$ cat src/rtl/ifu.sv
// Instruction fetch unit: one outstanding fetch at a time (IDLE→REQ→WAIT→HOLD), with a response timeout that parks in ERR.
// Optional build macro IFU_MISALIGN_CHK_EN faults a fetch from a pc that is not word-aligned.
//
// state | meaning
// IDLE  | latch pc as fetch address and instruction pc
// REQ   | memory request valid, address stable until accepted
// WAIT  | waiting for read data, wait counter running
// HOLD  | instruction offered to decode until accepted
// ERR   | fetch fault, sticky until reset
module ifu #(
   parameter int unsigned TIMEOUT_CYCLES = 255
) (
   input  logic        clk,
   input  logic        rst,
   input  logic [31:0] pc,
   output logic        pc_wen,
   output logic        imem_req_valid,
   input  logic        imem_req_ready,
   output logic [31:0] imem_req_addr,
   input  logic        imem_rsp_valid,
   input  logic [31:0] imem_rsp_data,
   output logic        inst_valid,
   input  logic        inst_ready,
   output logic [31:0] inst,
   output logic [31:0] inst_pc,
   output logic        fetch_err
);

   typedef enum logic [2:0] {
      S_IDLE,
      S_REQ,
      S_WAIT,
      S_HOLD,
      S_ERR
   } state_t;

   localparam logic [15:0] TMO_LAST = 16'(TIMEOUT_CYCLES - 1);

   state_t      state_q;
   logic        req_valid_q;
   logic        inst_valid_q;
   logic        fetch_err_q;
   logic [31:0] addr_q;
   logic [31:0] inst_q;
   logic [31:0] inst_pc_q;
   logic [15:0] wait_cnt_q;

   always_ff @(posedge clk) begin
      if (rst) begin
         state_q      <= S_IDLE;
         req_valid_q  <= 1'b0;
         inst_valid_q <= 1'b0;
         fetch_err_q  <= 1'b0;
         addr_q       <= '0;
         inst_q       <= '0;
         inst_pc_q    <= '0;
         wait_cnt_q   <= '0;
      end else begin
         case (state_q)
            S_IDLE: begin
               addr_q    <= pc;
               inst_pc_q <= pc;
`ifdef IFU_MISALIGN_CHK_EN
               if (pc[1:0] != 2'b00) begin
                  state_q     <= S_ERR;
                  fetch_err_q <= 1'b1;
               end else begin
                  state_q     <= S_REQ;
                  req_valid_q <= 1'b1;
               end
`else
               state_q     <= S_REQ;
               req_valid_q <= 1'b1;
`endif
            end
            S_REQ: begin
               if (imem_req_ready) begin
                  state_q     <= S_WAIT;
                  req_valid_q <= 1'b0;
                  wait_cnt_q  <= '0;
               end
            end
            S_WAIT: begin
               // a response on the timeout cycle still wins
               if (imem_rsp_valid) begin
                  inst_q       <= imem_rsp_data;
                  state_q      <= S_HOLD;
                  inst_valid_q <= 1'b1;
               end else if (wait_cnt_q == TMO_LAST) begin
                  state_q     <= S_ERR;
                  fetch_err_q <= 1'b1;
               end else begin
                  wait_cnt_q <= wait_cnt_q + 16'd1;
               end
            end
            S_HOLD: begin
               if (inst_ready) begin
                  state_q      <= S_IDLE;
                  inst_valid_q <= 1'b0;
               end
            end
            S_ERR: begin
               state_q <= S_ERR;
            end
            default: begin
               state_q      <= S_IDLE;
               req_valid_q  <= 1'b0;
               inst_valid_q <= 1'b0;
            end
         endcase
      end
   end

   assign imem_req_valid = req_valid_q & ~rst;
   assign inst_valid     = inst_valid_q & ~rst;
   assign pc_wen         = inst_valid_q & inst_ready & ~rst;
   assign imem_req_addr  = addr_q;
   assign inst           = inst_q;
   assign inst_pc        = inst_pc_q;
   assign fetch_err      = fetch_err_q;

endmodule

$ cat config.mk
export PLATFORM = sky130hd
export DESIGN_NAME = ifu
export DESIGN_NICKNAME = d
export VERILOG_FILES = /design/src/rtl/ifu.sv
export SDC_FILE = /design/constraint.sdc
export NUM_CORES = 1
export LEC_CHECK = 0
export BUFFER_PORTS_ARGS = -buffer_cell sky130_fd_sc_hd__clkbuf_2
export CORE_MARGIN = 2
export CORE_UTILIZATION = 45
export DETAILED_ROUTE_END_ITERATION = 8
export GPL_TIMING_DRIVEN = 0
export PLACE_DENSITY_LB_ADDON = 0.15
export SKIP_CTS_REPAIR_TIMING = 1
export SYNTH_ARGS = -nofsm -noshare
export SYNTH_HDL_FRONTEND = slang
export SYNTH_SLANG_ARGS = --single-unit
export TNS_END_PERCENT = 30
$ cat constraint.sdc
create_clock -name clk -period 2.78 [get_ports clk]
set_clock_uncertainty 0.2 [all_clocks]
set_input_delay 0.556 -clock clk [delete_from_list [all_inputs] [get_ports clk]]
set_output_delay 0.556 -clock clk [all_outputs]
set_load 0.01 [all_outputs]
==> results_dict.tcl <==
set metrics [dict create \
    status "completed" \
    synthesis.instances 475 \
    worst_setup_path_start_kind "flip-flop" \
    slew_headroom_pct 60.4 \
    final_common_cell "sky130_fd_sc_hd__clkbuf_2" \
    via_count_of_the_first_global_routing_pass 3334 \
    floorplan.rows 32 \
    p_comb_share_pct 26.5 \
    io-pin-count 169 \
    max-vdd-ir-drop_mv 0.345 \
    cellLeakagePower_nw 2.18 \
    max_freq_mhz 402 \
    finish.net_count 725 \
    drtAntennaViolNets 0 \
    yosys.area_share.simple_pct 23.9 \
    power_frac_clock_pct 28.0 \
    worst_ep_required_time_ns 2.86 \
    worstSkewPairLatency_ns 0.35 \
    htree_levels 3 \
    port-buffer-count 168 \
    holdPathEnd "inst_pc[30]" \
    critical_r2r_launch "wait_cnt_q[0]" \
    groute.layer.met2.usage_pct 35.8 \
    synth.net_count 546 \
    gr_usage_total_pct 20.8 \
    busiest_layer "met2" \
    setup_slack_ns 0.295 \
    switchingPower_mw 1.01 \
    finalWeightedCongestion 0.847 \
    hold_depth 3 \
    netlist.area_leader.share_pct 46.9 \
    final_layout_size_suffix_gt1_share_pct 33.4 \
    via_count 3805 \
    fin_crit_sh_pct 89.4 \
    synth.largest_area_cell "sky130_fd_sc_hd__dfxtp_1" \
    largest_net_degree_at_the_start_of_global_routing 16 \
    critical_path.startpoint "wait_cnt_q[0]" \
    post_synth_instance_area_mm2 0.00367 \
    fin_util_pct 61.9 \
    wire_per_inst_um 12.8 \
    post_synth_mux_area_share_pct 0 \
    r2r_end "wait_cnt_q[8]" \
    worst_hold_class "primary input to flip-flop" \
    synth_xor_area_share_pct 0 \
    synth_enable_flop_cells 0 \
    rsz0062_at_grt "no" \
    hp-start "pc[30]" \
    num-fill-cells 731 \
    yosysUniqueCellTypes 39 \
    initial_antenna_violation_count 0 \
    timing_worst_slew_pin_value_ns 0.589 \
    grt_use_met3_pct 4.49 \
    synth.yosys.warnings 0 \
    antenna_cells_inserted 0 \
    critPathArrivalTime_ns 2.56 \
    clock_tree_from_tritoncts "done" \
    worstRegToRegCells 8 \
    min_period_ns 2.48 \
    sequentialPowerShare_pct 45.5 \
    final_number_of_hold_violating_endpoints 0 \
    drv_slew 0 \
    cts_inserted_buffers 9 \
    hpwl_mm 7.34 \
    setup_total_negative_slack_ns 0 \
    syn2layout_area_growth_pct 31.7 \
    async_reset_ff_share_pct 0 \
    dr.pass1.iters 4 \
    syn_avg_cell_area_um2 7.73 \
    cell_area_power_density_mw_per_mm2 647 \
    largest_cells_by_area_after_synthesis "sky130_fd_sc_hd__dfxtp_1 47%, sky130_fd_sc_hd__nand2_1 14%, sky130_fd_sc_hd__a21oi_1 10%" \
    synth_compound_gate_area_share_pct 17.9 \
    path_clk_slew_ns 0.09 \
    fp.dieW_um 94.3 \
    synth_top_family_by_area "simple AND/OR/NAND/NOR gates" \
    timing.critical_path.to_type "flip-flop" \
    finalNonFillerCells 761 \
    die_height_um 94.3 \
    drt_wl_total_mm 9.71 \
    vias_per_cell 5.00 \
    maxCapViolations 0 \
    clock-sinks 86 \
    drcViolationCount 0 \
    rrSetupSlack_ns 0.30 \
    dieArea_mm2 0.00889 \
    power.share.switching_pct 32.3 \
    setup_viol 0 \
    critPathMaxFanout 10 \
    initialDrtViolationCount 128 \
    final_cell_mix "168 x sky130_fd_sc_hd__clkbuf_2, 139 x sky130_fd_sc_hd__nand2_1, 86 x sky130_fd_sc_hd__dfxtp_1" \
    grt_pass1_wl_mm 15.0 \
    residual_overflow_from_global_routing 0 \
    dpl_worst_slack_ns 0.274 \
    synth-seq-area-share_pct 46.9 \
    ys.flop_type "sky130_fd_sc_hd__dfxtp_1" \
    synth-seq-cells 86 \
    maximum_buffer_depth_of_the_clock_tree 2 \
    cts_root_buf "sky130_fd_sc_hd__clkbuf_8" \
    fp.coreArea_mm2 0.00781 \
    synth_fa_ha_area_share_pct 0.682 \
    global_route.usage.met1_pct 25.1 \
    crit_type "flip-flop to flip-flop" \
    place_inst 745 \
    start_util_pct 47.0 \
    power.internal_mw 2.12 \
]
[cell usage after synthesis, types with 4 or more instances]
cell	number
sky130_fd_sc_hd__o211ai_1	6
sky130_fd_sc_hd__nand4_1	5
sky130_fd_sc_hd__nand2_1	139
sky130_fd_sc_hd__nor2_1	15
sky130_fd_sc_hd__nand3_1	9
sky130_fd_sc_hd__a31oi_1	5
sky130_fd_sc_hd__nor2b_1	4
sky130_fd_sc_hd__nor3_1	4
sky130_fd_sc_hd__o41ai_1	4
sky130_fd_sc_hd__or3_1	5
sky130_fd_sc_hd__clkbuf_1	28
sky130_fd_sc_hd__and3_1	4
sky130_fd_sc_hd__inv_1	8
sky130_fd_sc_hd__a21oi_1	74
sky130_fd_sc_hd__o21ai_0	12
sky130_fd_sc_hd__dfxtp_1	86
sky130_fd_sc_hd__buf_4	32
sky130_fd_sc_hd__nand2b_1	5
[worst max-delay path: stages, from the launching register on]
cell and delay, ns:
sky130_fd_sc_hd__dfxtp_1 0.43, sky130_fd_sc_hd__inv_1 0.07, sky130_fd_sc_hd__ha_1 0.19, sky130_fd_sc_hd__nor2b_1 0.13, sky130_fd_sc_hd__and3_1 0.16, sky130_fd_sc_hd__a221o_1 0.37
sky130_fd_sc_hd__buf_2 0.20, sky130_fd_sc_hd__or4b_1 0.53, sky130_fd_sc_hd__a21oi_1 0.15
[cell families after synthesis]
| kind of cell | Yosys count |
|---|---|
| flip-flops | 86 |
| AND/OR/NAND/NOR | 202 |
| AO/OA/AOI/OAI | 114 |
| buffers and inverters | 71 |
| adder cells (fa/ha/maj) | 2 |
[metrics by stage]
| step | total power [mW] | instance area, µm² | hold WS (ns) |
|---|---|---|---|
| after global placement | 2.27 | 4640 | 0.241 |
| after floorplan | 1.96 | 3670 | 0.242 |
| final | 3.13 | 4830 | 0.212 |
| after global routing | 3.31 | 4830 | 0.203 |
| after CTS | 3.16 | 4830 | 0.202 |
| after detailed placement | 2.29 | 4640 | 0.246 |
[cell type report]
cell class | count | area [µm²] | area share, %
Buffer | 63 | 360 | 7.45
Timing Repair Buffer | 168 | 841 | 17.4
Sequential cell | 86 | 1720 | 35.6
Tap cell | 102 | 128 | 2.64
Clock buffer | 9 | 124 | 2.56
Inverter | 8 | 30.0 | 0.621
Clock inverter | 7 | 72.6 | 1.50
Multi-Input combinational cell | 318 | 1560 | 32.2
[sequential cells by signal, indices dropped and copies added, names as in the netlist]
signal        cells
fetch_err         1
wait_cnt_q       16
inst_valid_q      1
req_valid_q       1
state_q           3
inst             32
inst_pc          32
[power groups by stage]
stage / combinational (mW) / clock, mW / sequential [mW]
floorplan: 0.478 / 0 / 1.48
global placement: 0.821 / 0 / 1.45
detailed placement: 0.835 / 0 / 1.45
CTS: 0.838 / 0.894 / 1.43
global route: 0.927 / 0.942 / 1.44
finish: 0.829 / 0.876 / 1.43
[worst max-delay path by stage]
stage                           to  slack [ns]  cells after the start
floorplan            wait_cnt_q[8]        0.52                      8
CTS                  wait_cnt_q[8]        0.29                      8
global placement     wait_cnt_q[8]        0.31                      7
global route        wait_cnt_q[15]        0.20                      8
finish               wait_cnt_q[8]        0.30                      8
detailed placement   wait_cnt_q[8]        0.27                      7
[routing by layer]
layer	up-vias	routed length, µm
met5	-	0
li1	1925	-
met1	1720	4110
met3	13	735
met2	147	4720
met4	0	143
Note: power is estimated with default switching activity, not from simulation.
